===== src/rtl/fpadd_pkg.sv =====
// Shared definitions for the FP-add operand loader: default sizing and FSM encoding.
package fpadd_pkg;

    localparam int NUM_DEFAULT     = 10;
    localparam int ADDR_W_DEFAULT  = 4;
    localparam int BYTES_PER_ENTRY = 8;
    localparam int BYTE_IDX_W      = $clog2(BYTES_PER_ENTRY);
    localparam int ENTRY_W         = 8 * BYTES_PER_ENTRY;

    typedef enum logic [1:0] {
        ST_IDLE    = 2'd0,
        ST_COLLECT = 2'd1,
        ST_WRITE   = 2'd2,
        ST_DONE    = 2'd3
    } state_t;

endpackage


===== src/rtl/fpadd_operand_loader.sv =====
// Assembles a byte stream into 64-bit {A,B} operand pairs and writes NUM of them
// into the operand RAM through a registered write port.
module fpadd_operand_loader
    import fpadd_pkg::*;
#(
    parameter int NUM    = NUM_DEFAULT,
    parameter int ADDR_W = ADDR_W_DEFAULT
) (
    input  logic                  clk,
    input  logic                  rst,
    input  logic                  start,
    input  logic                  byte_valid,
    input  logic [7:0]            byte_data,
    output logic                  byte_ready,
    output logic                  wr_en,
    output logic [ADDR_W-1:0]     wr_addr,
    output logic [ENTRY_W-1:0]    wr_data,
    output logic                  load_done,
    output logic [ADDR_W-1:0]     entry_count,
    output state_t                state
);

    // Handshake: a byte transfers on a rising edge where byte_valid && byte_ready;
    // byte_ready depends only on the state register, never on byte_valid.

    localparam logic [BYTE_IDX_W-1:0] LAST_BYTE  = BYTE_IDX_W'(BYTES_PER_ENTRY - 1);
    localparam logic [ADDR_W-1:0]     LAST_ENTRY = ADDR_W'(NUM - 1);

    logic [BYTE_IDX_W-1:0] byte_idx;
    logic [ENTRY_W-1:0]    shift_q;
    logic [ENTRY_W-1:0]    next_shift;
    logic                  accept;

    assign byte_ready = (state == ST_IDLE) || (state == ST_COLLECT);
    assign accept     = byte_valid && byte_ready;
    // MSB-first: the first byte of an entry ends up in bits [63:56].
    assign next_shift = {shift_q[ENTRY_W-9:0], byte_data};

    always_ff @(posedge clk) begin
        if (rst) begin
            state       <= ST_IDLE;
            byte_idx    <= '0;
            shift_q     <= '0;
            entry_count <= '0;
            wr_en       <= 1'b0;
            wr_addr     <= '0;
            wr_data     <= '0;
            load_done   <= 1'b0;
        end else if (start) begin
            // wr_addr/wr_data keep their last values; only the strobe drops.
            state       <= ST_IDLE;
            byte_idx    <= '0;
            shift_q     <= '0;
            entry_count <= '0;
            wr_en       <= 1'b0;
            load_done   <= 1'b0;
        end else begin
            wr_en <= 1'b0;
            case (state)
                ST_IDLE, ST_COLLECT: begin
                    if (accept) begin
                        shift_q  <= next_shift;
                        byte_idx <= byte_idx + 1'b1;
                        state    <= ST_COLLECT;
                        if (byte_idx == LAST_BYTE) begin
                            state   <= ST_WRITE;
                            wr_en   <= 1'b1;
                            wr_addr <= entry_count;
                            wr_data <= next_shift;
                        end
                    end
                end
                ST_WRITE: begin
                    entry_count <= entry_count + 1'b1;
                    if (entry_count == LAST_ENTRY) begin
                        state     <= ST_DONE;
                        load_done <= 1'b1;
                    end else begin
                        state <= ST_COLLECT;
                    end
                end
                ST_DONE: begin
                    state <= ST_DONE;
                end
                default: begin
                    state <= ST_IDLE;
                end
            endcase
        end
    end

endmodule


===== config.mk =====
export PLATFORM = sky130hd
export DESIGN_NAME = fpadd_operand_loader
export DESIGN_NICKNAME = d
export VERILOG_FILES = /design/src/rtl/fpadd_pkg.sv /design/src/rtl/fpadd_operand_loader.sv
export SDC_FILE = /design/constraint.sdc
export NUM_CORES = 1
export LEC_CHECK = 0
export CAP_MARGIN = 20
export CORE_ASPECT_RATIO = 0.75
export CORE_UTILIZATION = 55
export DETAILED_ROUTE_END_ITERATION = 7
export GPL_ROUTABILITY_DRIVEN = 0
export PLACE_DENSITY = 0.93
export SYNTH_ARGS = -nofsm -noshare
export SYNTH_HDL_FRONTEND = slang
export SYNTH_SLANG_ARGS = --single-unit

===== constraint.sdc =====
create_clock -name clk -period 3.3 [get_ports clk]
set_input_delay 0.99 -clock clk [delete_from_list [all_inputs] [get_ports clk]]
set_output_delay 0.99 -clock clk [all_outputs]
set_load 0.02 [all_outputs]

==> results of run 1 <==
==> cell usage after synthesis <==
library cell	count	area share, %
nand3b_1	1	0.16
buf_2	19	2.0
o21ai_0	2	0.21
nand3_1	1	0.11
nand4bb_1	1	0.24
ha_1	4	1.1
nor2_1	7	0.55
and4bb_1	1	0.26
a21oi_1	129	14
and3b_1	1	0.18
xor2_1	1	0.18
dfxtp_1	135	57
a211oi_1	2	0.32
buf_6	4	0.95
nor2b_1	2	0.26
xnor2_1	2	0.37
or2_2	1	0.13
nand2b_1	2	0.26
clkbuf_1	16	1.3
buf_4	5	0.79
nand2_1	253	20
inv_1	2	0.16
or3_1	1	0.13
==> critical path, stage by stage, from the launching register on <==
cell and delay [ps]:
dfxtp_1 550, inv_1 150, clkdlybuf4s50_1 560
==> flip-flops by register name, summed over array words and instances, names as in the netlist <==
register,count
byte_idx,3
entry_count,4
load_done,1
shift_q,56
state,2
wr_addr,4
wr_data,64
wr_en,1
==> logic make-up after synthesis <==
family / after synthesis / share of synthesized area (%)
DFF: 135 / 56.9
adders and majority gates: 4 / 1.05
xor gates and xnor gates: 3 / 0.553
and+or+nand+nor: 271 / 22.3
buffers and inverters: 46 / 5.16
AOI/OAI and AO/OA: 133 / 14.1
==> layer usage <==
metal	up-vias	GRT usage, %	wire [µm]
li1	2047	-	-
met1	2123	38.0	5500
met2	226	47.7	6000
met3	35	8.63	1040
met4	0	10.8	295
met5	-	0	0
==> cell usage in the layout, fill, tap and decap left out, types with 2 or more instances in the layout <==
master,count
nand2_1,253
dfxtp_1,135
a21oi_1,129
clkdlybuf4s50_1,87
clkbuf_16,17
nor2_1,7
clkinvlp_4,5
ha_1,4
buf_12,4
clkinv_4,3
buf_4,3
inv_1,2
a211oi_1,2
xnor2_1,2
o21ai_0,2
clkinv_2,2
inv_6,2
bufinv_16,2
==> power breakdown <==
| group | leakage, µW | switching, µW | internal, µW | total (µW) |
|---|---|---|---|---|
| clock network | 0.000275 | 731 | 1130 | 1870 |
| registers | 0.00109 | 5.76 | 1640 | 1640 |
| logic | 0.000674 | 61.9 | 27.8 | 89.7 |
==> worst max-delay path by stage <==
stage,from,end
after detailed placement,byte_valid,shift_q[10]
after floorplan,rst,shift_q[11]
after CTS,state[1],byte_ready
after global placement,byte_valid,shift_q[29]
after global routing,state[1],byte_ready
final,state[1],byte_ready
==> cell type report <==
| class | instances | area (µm²) | share of cell area, % |
|---|---|---|---|
| well taps | 105 | 131 | 2.10 |
| flip-flops and latches | 135 | 2700 | 43.3 |
| clock buffers | 18 | 439 | 7.04 |
| multi-input cells | 411 | 1830 | 29.3 |
| clock inverters | 14 | 151 | 2.43 |
| repair buffers | 95 | 978 | 15.7 |
| inverters | 2 | 7.51 | 0.120 |
==> through the flow <==
step | utilization, % | instances | worst slack (ps) | cell area (µm²)
finish | 76.8 | 780 | 633 | 6240
global route | 76.8 | 780 | 560 | 6240
CTS | 76.6 | 779 | 639 | 6220
detailed placement | 69.3 | 747 | 538 | 5630
global placement | 69.3 | 747 | 611 | 5630
floorplan | - | 592 | 1410 | 4750
==> results.cfg, run 1 <==
[synth]
ys_seq_area_share_pct = 56.9
syn_area_mm2 = 0.00475
syn_area_per_cell_um2 = 8.03
syn-num-nets = 608
yosysWarnings = 0
ys_ff_latch = 135
synth_cells = 592
yosysUniqueCellTypes = 23

[placement]
io_buffers = 88
hpwl_um = 7380

[global_route]
grt_max_degree = 70
grt.overflow.total = 0
grt_antenna_before_repair = 0
grt_util_all_layers_pct = 29.6
grt_pass1_vias = 4143
grt_pass1_wl_um = 20200

[clock_tree]
hold_buffers = 0
cts_max_level = 4
clockRootBuffer = clkbuf_16
cts_sinks = 135
clock_path_buffers = 2
cts_buffers = 17
ctsResizeCount = 0
cts_tree = built
post-cts-setup-buffers = 0
clock_latency_ps = 420
clk_pin_slew_ps = 60

[critical_path]
cp-start-kind = register
worstPathRequired_ps = 2310
critPathMaxFanout = 9
cp.arrival_ps = 1680
crit_path_end_kind = output port
r2r-end = wr_data[31]
reg2reg_depth = 6
r2r_slack_ps = 1350
r2r_start = byte_idx[0]
setup.worst_path.class = register to output port

[timing]
rsz0062_at_grt = no
fin_crit_ps = 2670
hold_viol_final = 0
min_period_over_period_pct = 80.8
tightest_slew_ps = 732
max_freq_mhz = 375
holdWs_ps = 458
slew_viol_final = 0
clock_skew_ps = 7.94
setup_viol_count_final = 0
slew_headroom_pct = 51.2
fin_setup_tns_ps = 0

[detailed_routing]
wl_per_cell_um = 16.4
drtPass1Iterations = 5
final_antenna_net_count = 0
routed_wl_um = 12800
dr_total_vias = 4431
via_per_inst = 5.68
drcViolationCount = 0
drt-initial-drc-count = 350

[hold_path]
hold_path_end = wr_data[62]
min_path_type = register to register
hp-start = shift_q[54]
min_path_cells = 2

[floorplan]
core_mm2 = 0.00813
die_h_um = 82.5
ios = 89
dieArea_mm2 = 0.00902
start_util_pct = 58.5
rows = 28
die_w_um = 109

[power]
p_total_uw = 3600
power.leakage_uw = 0.00204
worst_ir_drop_vdd_mv = 0.453
powerDensity_mw_per_mm2 = 576

[run_status]
outcome = completed

[layout]
syn_to_final_growth_pct = 31.3
fillers = 541
layout-drive-gt1-share_pct = 6.67
n_antenna_cell = 0
nNetsFinal = 678

[flow_run]
drv_cap = 0
(Power assumes the default switching activity.)
==> run 2, diff against run 1 <==
--- a/config.mk
+++ b/config.mk
@@ -7,10 +7,10 @@
 export LEC_CHECK = 0
 export CAP_MARGIN = 20
 export CORE_ASPECT_RATIO = 0.75
-export CORE_UTILIZATION = 55
+export CORE_UTILIZATION = 46
 export DETAILED_ROUTE_END_ITERATION = 7
 export GPL_ROUTABILITY_DRIVEN = 0
-export PLACE_DENSITY = 0.93
+export PLACE_DENSITY = 0.84
 export SYNTH_ARGS = -nofsm -noshare
 export SYNTH_HDL_FRONTEND = slang
 export SYNTH_SLANG_ARGS = --single-unit
==> constraint.sdc (replaced) <==
create_clock -name clk -period 2.3 [get_ports clk]
set_input_delay 0.69 -clock clk [delete_from_list [all_inputs] [get_ports clk]]
set_output_delay 0.69 -clock clk [all_outputs]
set_load 0.02 [all_outputs]
==> run 2 against run 1 <==
  * Critical path depth fell by 1
  * Sequential cell count did not move
  * Clock power rose by 59%
  * Sequential power rose by 43%
  * Via count fell by 4.8%
  * Hold slack got worse by 5.6 ps
  * Cell count rose by 4.0%
  * Die area rose by 19%
  * First-iteration DRC count fell by 2.6%
  * Largest power group unchanged
  * Wire length fell by 9.0%
==> results.cfg, run 2 (synthesis results as in run 1) <==
[critical_path]
cp_top_family = buffers and inverters
worstPathCellList = clkdlybuf4s50_1
cp-start-kind = register
cp_num_buf_inv = 1
critPathMaxFanout = 6
critical-path-slowest-cell = clkdlybuf4s50_1
worstPathRequired_ps = 1610
max_stage_delay_ps = 660
r2r_start = byte_idx[0]
crit_path_end_kind = output port
cp.arrival_ps = 1530
startpoint = entry_count[0]
setup.worst_path.class = register to output port

[power]
worst_ir_drop_vdd_mv = 0.640
power.leakage_uw = 0.00209
powerDensity_mw_per_mm2 = 856

[clock_tree]
clock_latency_ps = 410
clk_pin_slew_ps = 60
cts_tree = built
cts_buffers = 17
clockRootBuffer = clkbuf_16
cts_max_level = 4
cts_sinks = 135
post-cts-setup-buffers = 0
clock_path_buffers = 2

[detailed_routing]
dr_total_vias = 4220
final_antenna_net_count = 0
drcViolationCount = 0
drtPass1Iterations = 7
drt-initial-drc-count = 341
wl_per_cell_um = 14.4
via_per_inst = 5.20
routed_wl_um = 11700

[run_status]
outcome = completed

[global_route]
grt_max_degree = 70
grt_pass1_wl_um = 19200
grt_pass1_vias = 4007
grt_util_all_layers_pct = 22.5
grt.overflow.total = 0
grt_antenna_before_repair = 0

[layout]
largest_register_ffs = 64
final_common_cell = nand2_1
largest-register = wr_data
syn_to_final_growth_pct = 34.4
layout-drive-gt1-share_pct = 7.07
nNetsFinal = 682
final_util_pct = 64.8
fillers = 758
reg_top3 = wr_data x64, shift_q x56
final_cell_mix = nand2_1, dfxtp_1, a21oi_1, clkdlybuf4s50_1, clkbuf_16
n_antenna_cell = 0

[floorplan]
die_w_um = 119
core_mm2 = 0.00985
rows = 31
dieArea_mm2 = 0.0107
die_h_um = 90.0
start_util_pct = 48.2
ios = 89

[hold_path]
min_path_type = register to register
hp-start = wr_data[19]

[timing]
fin_crit_ps = 2220
rsz0062_at_grt = no
holdWs_ps = 453
setup_viol_count_final = 0
max_freq_mhz = 451
clock_skew_ps = 14.9
slew_viol_final = 0
tightest_slew_ps = 719
fin_setup_tns_ps = 0
slew_headroom_pct = 52.1
hold_viol_final = 0
min_period_over_period_pct = 96.3

[flow_run]
drv_cap = 0

[placement]
hpwl_um = 7230
io_buffers = 88
==> run 2: path summary, 6_finish.rpt <==
check,endpoint,slack [ps],depth (start not counted)
min,wr_data[19],450,2
max,entry_count[0],80,1
min reg2reg,wr_data[19],450,2
max reg2reg,wr_data[53],500,6
==> run 2: what timing repair did <==
item,in CTS,in global routing
hold buffers,0,0
endpoints found under the setup margin,1,0
gates resized for setup,1,0
==> run 2: per-stage QoR <==
stage	instance area [µm²]	setup slack, ps	std cells	power (µW)
after floorplan	4750	710	592	2480
after global placement	5730	163	779	2530
after detailed placement	5730	68.7	779	2530
after CTS	6390	68.4	811	5480
after global routing	6390	17.4	811	5590
final	6390	84.0	811	5470
==> run 2: worst register-to-register path, cell delays in order, from the launching register on <==
cell	delay, ps
dfxtp_1	330
ha_1	200
ha_1	250
nand4bb_4	120
buf_4	400
nand2_1	160
a21oi_1	250
==> run 2: area by class of cell <==
type | instances | area [µm²] | area share (%)
sequential | 135 | 2700 | 42.3
multi-input combinational | 411 | 1830 | 28.7
timing repair buffer | 99 | 1020 | 16.0
clock buffer | 21 | 460 | 7.21
clock inverter | 11 | 196 | 3.08
tap | 132 | 165 | 2.59
inverter | 2 | 7.51 | 0.118
==> run 2: routing by layer <==
layer,up-vias,wire length [µm],global-route usage (%)
met3,16,771,6.60
met5,-,0,0
met4,0,161,9.48
met1,1995,5360,29.1
met2,155,5370,35.0
li1,2054,-,-
==> run 2: report_power, final <==
part / total (µW) / switching (µW) / internal, µW
Sequential: 2350 / 6.91 / 2350
Clock: 2980 / 1000 / 1980
Combinational: 129 / 85.7 / 43.2
